==> src/rtl/mem_port_arbiter_if.sv <==
// Signal bundle shared by the fetch/data requesters, the memory port arbiter and the unified memory.
// Defining MEM_ARB_DBG_PORT_EN adds the debug/loader requester signals.
interface mem_port_arbiter_if #(
    parameter int AW = 8,
    parameter int DW = 8
);
    logic          f_req;
    logic [AW-1:0] f_addr;
    logic          f_gnt;
    logic          f_stall;
    logic          f_rvalid;
    logic [DW-1:0] f_rdata;

    logic          d_req;
    logic          d_we;
    logic [AW-1:0] d_addr;
    logic [DW-1:0] d_wdata;
    logic          d_gnt;
    logic          d_stall;
    logic          d_rvalid;
    logic [DW-1:0] d_rdata;

    logic [AW-1:0] mem_addr;
    logic          mem_we;
    logic [DW-1:0] mem_wdata;
    logic [DW-1:0] mem_rdata;

`ifdef MEM_ARB_DBG_PORT_EN
    logic          dbg_req;
    logic          dbg_we;
    logic [AW-1:0] dbg_addr;
    logic [DW-1:0] dbg_wdata;
    logic          dbg_gnt;
    logic          dbg_rvalid;
    logic [DW-1:0] dbg_rdata;

    modport slave (
        input  f_req, f_addr,
        output f_gnt, f_stall, f_rvalid, f_rdata,
        input  d_req, d_we, d_addr, d_wdata,
        output d_gnt, d_stall, d_rvalid, d_rdata,
        input  dbg_req, dbg_we, dbg_addr, dbg_wdata,
        output dbg_gnt, dbg_rvalid, dbg_rdata,
        output mem_addr, mem_we, mem_wdata,
        input  mem_rdata
    );

    modport master (
        output f_req, f_addr,
        input  f_gnt, f_stall, f_rvalid, f_rdata,
        output d_req, d_we, d_addr, d_wdata,
        input  d_gnt, d_stall, d_rvalid, d_rdata,
        output dbg_req, dbg_we, dbg_addr, dbg_wdata,
        input  dbg_gnt, dbg_rvalid, dbg_rdata,
        input  mem_addr, mem_we, mem_wdata,
        output mem_rdata
    );
`else
    modport slave (
        input  f_req, f_addr,
        output f_gnt, f_stall, f_rvalid, f_rdata,
        input  d_req, d_we, d_addr, d_wdata,
        output d_gnt, d_stall, d_rvalid, d_rdata,
        output mem_addr, mem_we, mem_wdata,
        input  mem_rdata
    );

    modport master (
        output f_req, f_addr,
        input  f_gnt, f_stall, f_rvalid, f_rdata,
        output d_req, d_we, d_addr, d_wdata,
        input  d_gnt, d_stall, d_rvalid, d_rdata,
        input  mem_addr, mem_we, mem_wdata,
        output mem_rdata
    );
`endif
endinterface

==> src/rtl/mem_port_arbiter.sv <==
// Single-port memory arbiter: data beats fetch, fetch is forced through after STARVE_LIMIT losses.
// Optional debug/loader port with absolute priority when MEM_ARB_DBG_PORT_EN is defined.
module mem_port_arbiter #(
    parameter int AW           = 8,
    parameter int DW           = 8,
    parameter int STARVE_LIMIT = 3
) (
    input  logic              clk,
    input  logic              rstn,
    mem_port_arbiter_if.slave bus
);
    localparam int            SW         = (STARVE_LIMIT < 1) ? 1 : $clog2(STARVE_LIMIT + 1);
    localparam logic [SW-1:0] STARVE_MAX = SW'(STARVE_LIMIT);

`ifdef MEM_ARB_DBG_PORT_EN
    typedef enum logic [2:0] {IDLE, RD_F, RD_D, WR_D, RD_G} state_e;
`else
    typedef enum logic [1:0] {IDLE, RD_F, RD_D, WR_D} state_e;
`endif

    state_e        state_q, state_d;
    logic [SW-1:0] starve_q, starve_d;
    logic [DW-1:0] f_rdata_q, f_rdata_d;
    logic [DW-1:0] d_rdata_q, d_rdata_d;
`ifdef MEM_ARB_DBG_PORT_EN
    logic [DW-1:0] g_rdata_q, g_rdata_d;
`endif

    logic g_win;
    logic d_win;
    logic f_win;
    logic fetch_forced;

    // Grants are purely combinational so the winner reaches memory in the request cycle.
    always_comb begin
        g_win        = 1'b0;
`ifdef MEM_ARB_DBG_PORT_EN
        g_win        = bus.dbg_req;
`endif
        fetch_forced = bus.f_req && (starve_q == STARVE_MAX);
        d_win        = !g_win && bus.d_req && !fetch_forced;
        f_win        = !g_win && bus.f_req && !d_win;
    end

    assign bus.f_gnt   = f_win;
    assign bus.d_gnt   = d_win;
    assign bus.f_stall = bus.f_req && !f_win;
    assign bus.d_stall = bus.d_req && !d_win;
`ifdef MEM_ARB_DBG_PORT_EN
    assign bus.dbg_gnt = g_win;
`endif

    always_comb begin
        bus.mem_addr  = '0;
        bus.mem_we    = 1'b0;
        bus.mem_wdata = '0;
        if (d_win) begin
            bus.mem_addr  = bus.d_addr;
            bus.mem_we    = bus.d_we;
            bus.mem_wdata = bus.d_wdata;
        end else if (f_win) begin
            bus.mem_addr  = bus.f_addr;
        end
`ifdef MEM_ARB_DBG_PORT_EN
        if (g_win) begin
            bus.mem_addr  = bus.dbg_addr;
            bus.mem_we    = bus.dbg_we;
            bus.mem_wdata = bus.dbg_wdata;
        end
`endif
    end

    // Counts data wins while fetch waits; debug cycles leave it untouched.
    always_comb begin
        starve_d = starve_q;
        if (!g_win) begin
            if (!bus.f_req || f_win) begin
                starve_d = '0;
            end else if (d_win && (starve_q != STARVE_MAX)) begin
                starve_d = starve_q + SW'(1);
            end
        end
    end

    // State records who owns the read issued last cycle; rvalid and rdata routing decode from it.
    always_comb begin
        state_d = IDLE;
        if (d_win) begin
            state_d = bus.d_we ? WR_D : RD_D;
        end else if (f_win) begin
            state_d = RD_F;
        end
`ifdef MEM_ARB_DBG_PORT_EN
        if (g_win) begin
            state_d = bus.dbg_we ? IDLE : RD_G;
        end
`endif

        bus.f_rvalid = (state_q == RD_F);
        bus.d_rvalid = (state_q == RD_D);
        f_rdata_d    = (state_q == RD_F) ? bus.mem_rdata : f_rdata_q;
        d_rdata_d    = (state_q == RD_D) ? bus.mem_rdata : d_rdata_q;
        bus.f_rdata  = f_rdata_d;
        bus.d_rdata  = d_rdata_d;
`ifdef MEM_ARB_DBG_PORT_EN
        bus.dbg_rvalid = (state_q == RD_G);
        g_rdata_d      = (state_q == RD_G) ? bus.mem_rdata : g_rdata_q;
        bus.dbg_rdata  = g_rdata_d;
`endif
    end

    always_ff @(posedge clk or negedge rstn) begin
        if (!rstn) begin
            state_q   <= IDLE;
            starve_q  <= '0;
            f_rdata_q <= '0;
            d_rdata_q <= '0;
`ifdef MEM_ARB_DBG_PORT_EN
            g_rdata_q <= '0;
`endif
        end else begin
            state_q   <= state_d;
            starve_q  <= starve_d;
            f_rdata_q <= f_rdata_d;
            d_rdata_q <= d_rdata_d;
`ifdef MEM_ARB_DBG_PORT_EN
            g_rdata_q <= g_rdata_d;
`endif
        end
    end
endmodule

==> src/flat_wrapper.sv <==
// flat-port wrapper written by rule: the top's interface ports become plain ports
module mem_port_arbiter_flat 
#(
    parameter int AW           = 8,
    parameter int DW           = 8,
    parameter int STARVE_LIMIT = 3
)
  (clk, rstn, bus_f_req, bus_f_addr, bus_f_gnt, bus_f_stall, bus_f_rvalid, bus_f_rdata, bus_d_req, bus_d_we, bus_d_addr, bus_d_wdata, bus_d_gnt, bus_d_stall, bus_d_rvalid, bus_d_rdata, bus_mem_addr, bus_mem_we, bus_mem_wdata, bus_mem_rdata);
  mem_port_arbiter_if #(.AW(AW), .DW(DW)) bus_i ();
  input  logic clk;
  input  logic rstn;
  input wire logic [$bits(bus_i.f_req)-1:0] bus_f_req;
  input wire logic [$bits(bus_i.f_addr)-1:0] bus_f_addr;
  output wire logic [$bits(bus_i.f_gnt)-1:0] bus_f_gnt;
  output wire logic [$bits(bus_i.f_stall)-1:0] bus_f_stall;
  output wire logic [$bits(bus_i.f_rvalid)-1:0] bus_f_rvalid;
  output wire logic [$bits(bus_i.f_rdata)-1:0] bus_f_rdata;
  input wire logic [$bits(bus_i.d_req)-1:0] bus_d_req;
  input wire logic [$bits(bus_i.d_we)-1:0] bus_d_we;
  input wire logic [$bits(bus_i.d_addr)-1:0] bus_d_addr;
  input wire logic [$bits(bus_i.d_wdata)-1:0] bus_d_wdata;
  output wire logic [$bits(bus_i.d_gnt)-1:0] bus_d_gnt;
  output wire logic [$bits(bus_i.d_stall)-1:0] bus_d_stall;
  output wire logic [$bits(bus_i.d_rvalid)-1:0] bus_d_rvalid;
  output wire logic [$bits(bus_i.d_rdata)-1:0] bus_d_rdata;
  output wire logic [$bits(bus_i.mem_addr)-1:0] bus_mem_addr;
  output wire logic [$bits(bus_i.mem_we)-1:0] bus_mem_we;
  output wire logic [$bits(bus_i.mem_wdata)-1:0] bus_mem_wdata;
  input wire logic [$bits(bus_i.mem_rdata)-1:0] bus_mem_rdata;
  assign bus_i.f_req = bus_f_req;
  assign bus_i.f_addr = bus_f_addr;
  assign bus_f_gnt = bus_i.f_gnt;
  assign bus_f_stall = bus_i.f_stall;
  assign bus_f_rvalid = bus_i.f_rvalid;
  assign bus_f_rdata = bus_i.f_rdata;
  assign bus_i.d_req = bus_d_req;
  assign bus_i.d_we = bus_d_we;
  assign bus_i.d_addr = bus_d_addr;
  assign bus_i.d_wdata = bus_d_wdata;
  assign bus_d_gnt = bus_i.d_gnt;
  assign bus_d_stall = bus_i.d_stall;
  assign bus_d_rvalid = bus_i.d_rvalid;
  assign bus_d_rdata = bus_i.d_rdata;
  assign bus_mem_addr = bus_i.mem_addr;
  assign bus_mem_we = bus_i.mem_we;
  assign bus_mem_wdata = bus_i.mem_wdata;
  assign bus_i.mem_rdata = bus_mem_rdata;
  mem_port_arbiter #(.AW(AW), .DW(DW), .STARVE_LIMIT(STARVE_LIMIT)) u_core (.clk(clk), .rstn(rstn), .bus(bus_i));
endmodule
==> config.mk <==
export PLATFORM = sky130hd
export DESIGN_NAME = mem_port_arbiter_flat
export DESIGN_NICKNAME = d
export VERILOG_FILES = /design/src/rtl/mem_port_arbiter_if.sv /design/src/rtl/mem_port_arbiter.sv /design/src/flat_wrapper.sv
export SDC_FILE = /design/constraint.sdc
export NUM_CORES = 1
export LEC_CHECK = 0
export CAP_MARGIN = 20
export CORE_MARGIN = 2
export CORE_UTILIZATION = 35
export CTS_CLUSTER_DIAMETER = 150
export DETAILED_ROUTE_END_ITERATION = 8
export PLACE_DENSITY = 0.89
export SYNTH_ARGS = -nofsm -noshare
export SYNTH_HDL_FRONTEND = slang
export SYNTH_SLANG_ARGS = --single-unit
==> constraint.sdc <==
create_clock -name clk -period 3.95 [get_ports clk]
set_input_delay 0.79 -clock clk [delete_from_list [all_inputs] [get_ports clk]]
set_output_delay 0.79 -clock clk [all_outputs]
set_load 0.1 [all_outputs]
==> results.md <==
- Vias: 879
- First-pass GRT wire length: 4.26 mm
- Critical-path maximum fanout: 18
- Congestion Overflow GR: 0
- DR vias/cell: 4.99
- TritonCTS Buffers: 3
- Internal power: 0.419 mW
- Drt first pass iters: 2
- Port Buffers: 75
- Ys async rst share: 1.00
- Period utilization: 0.803
- Synth Cell Area: 943 um2
- Cts hold-fix bufs: 0
- Final WS setup: 0.777 ns
- Design area: 1830 um2
- Crit Path Class: input port to primary output
- Nets: 186
- Share of cells above drive strength 1: 0.404
- VDD IR max: 0.322 mV
- Post-CTS Resized: 0
- RR Startpoint: u_core.state_q[1]
- Combinational Power Share: 0.618
- Post-synth EDFFs: 0
- CP startpoint: bus_f_req
- Top_reg_cell synth: dfrtp_1
- Synth warn: 0
- Clock Sinks: 20
- Tmin final: 3.17 ns
- FILL cells: 163
- Crit start category: input port
- Largest cells by area after synthesis: dfrtp_1 (53%), mux2_2 (19%), a32o_1 (8.5%), and2_1 (6.0%), buf_2 (2.1%)
- Sequential-to-total area share from yosys stat: 0.531
- DIE WIDTH: 55.9 um
- Outcome: finished clean
- Unique cell type count in the Yosys netlist: 17
- Reg-to-Reg End: u_core.f_rdata_q[5]
- Top cell type's share of synthesized area: 0.531
- Fin. Hold Viols: 0
- Hold Startpoint: u_core.starve_q[0]
- Finished Layout Cells: 176
- Arr. time, crit path: 2.38 ns
- Worst setup EP type: primary output
- Initial antenna violation count: 0
- Num rows: 18
- DRC errors left: 0
- TritonCTS clock tree: done
- Pwr Density: 478 nW/um2
- Clock transition at path regs: 0.10 ns
- Largest net degree at the start of global routing: 21
- Wire per inst: 14.4 um
- Clk_lat worst skew: 0.28 ns
- Switching pwr: 0.456 mW
- Routability congestion estimate: 0.710
- DRT iter0 DRCs: 7
- Seq cells post-synth: 20
- Sw frac: 0.521
- Vias in the first global route: 971
- ANT cells: 0
- Place WS: 0.774 ns
- Clk pwr share: 0.103
- RSZ-0062 raised after global routing: no
- Area Growth Syn to Fin: 93.9%
- Dpl cells: 173
- DPL Wire Length: 2.14 mm
- Initial core utilization: 0.374
- Reg2Reg Setup Slack: 2.36 ns
- Max Slew Vio Count: 0
- Cell taking the most area after synthesis: dfrtp_1
- Rel. slew slack: 0.433
- CP required: 3.16 ns
- DP Area: 1810 um2
- Min-delay worst type: flip-flop to flip-flop
- Clock skew: 0.00531 ns
- IO Count: 76
- Antenna Nets Post-Route: 0
- Syn Nets: 111
- Total Wirelength: 2.54 mm
- Gate Count Post-Synth: 73
- Worst r2r path cells: 2
- Lkg Pwr: 0.814 nW
- Maxcap violations: 0
- Cell with the most instances after synthesis: dfrtp_1
- H-tree levels: 1
- Die ar.: 3130 um2
- Mean post-synth cell area: 12.9 um2
- Hold path depth: 1
- Setup violators final: 0
- Core area: 2520 um2
- Peak Freq: 315 MHz
- Worst-Margin Slew: 0.847 ns
- # Post-CTS Setup Buffers: 0
- DIE HEIGHT: 55.9 um
- Sequential fraction of design power: 0.278
- Total GRT Usage: 0.174
- Commonest cells in the netlist: dfrtp_1 (20), mux2_2 (16), and2_1 (9)
- CTS root buf: clkbuf_4
- CTS max path bufs: 2
- Setup TNS: 0 ns
- Worst Hold End: u_core.starve_q[0]
## area by class of cell
cell class	count	area, um2	share of cell area
Multi-Input combinational cell	45	404	0.221
Clock buffer	3	22.5	0.0123
Tap cell	30	37.5	0.0205
Timing Repair Buffer	75	853	0.466
Sequential cell	20	500	0.274
Inverter	3	11.3	0.00616
## critical path, cell delays in order
cell and delay [ns]:
clkdlybuf4s50_1 0.67, a21boi_4 0.48, a32o_1 0.25, buf_12 0.19
## layout by cell type (no fill, tap or decap)
| cell type | n |
|---|---|
| nand2_1 | 1 |
| dfrtp_1 | 20 |
| clkbuf_4 | 3 |
| nor3_1 | 2 |
| nor2b_1 | 1 |
| a21oi_1 | 1 |
| a32o_1 | 8 |
| buf_4 | 23 |
| inv_1 | 3 |
| mux2_2 | 16 |
| nand2b_1 | 2 |
| buf_12 | 16 |
| nor2_1 | 1 |
| ha_1 | 1 |
| clkdlybuf4s50_1 | 36 |
| a21boi_4 | 1 |
| and3_1 | 1 |
| and2_1 | 9 |
| a22o_1 | 1 |
## per-layer routing
metal / wire length [um] / up-vias / GRT usage
li1: - / 409 / -
met1: 929 / 416 / 0.177
met2: 1280 / 52 / 0.315
met3: 302 / 2 / 0.0674
met4: 27 / 0 / 0.0714
met5: 0 / - / 0
## per-stage QoR
stage | utilization | power, mW | hold slack [ns]
finish | 0.725 | 0.875 | 0.453
floorplan | - | 0.641 | 0.415
global route | 0.725 | 0.906 | 0.474
CTS | 0.725 | 0.882 | 0.455
global placement | 0.716 | 0.785 | 0.429
detailed placement | 0.716 | 0.792 | 0.440
## logic make-up (layout without fill, tap and decap cells)
family	Yosys count	in the layout	synth area share
buffers and inverters	8	81	0.0411
AOI/OAI and AO/OA	11	11	0.119
adders and majority gates	1	1	0.0133
and+or+nand+nor	17	17	0.105
muxes	16	16	0.191
DFF	20	20	0.531
## sequential cells by signal, summed over array words and instances, names as in the netlist
signal / count
u_core.d_rdata_q: 8
u_core.state_q: 2
u_core.f_rdata_q: 8
u_core.starve_q: 2
## how the worst max path moves through the flow
stage	to	cells past startpoint
final	bus_mem_addr[6]	4
after global routing	bus_mem_addr[6]	4
after CTS	bus_mem_addr[6]	4
after detailed placement	bus_mem_addr[6]	4
after global placement	bus_mem_addr[4]	4
after floorplan	bus_mem_we	2
## power groups by stage
stage / clock, mW / sequential, mW / combinational, mW
CTS: 0.0938 / 0.244 / 0.545
global route: 0.103 / 0.247 / 0.556
detailed placement: 0 / 0.248 / 0.544
floorplan: 0 / 0.245 / 0.396
finish: 0.0905 / 0.243 / 0.541
global placement: 0 / 0.246 / 0.539
Power figures use the tool's default switching activity.
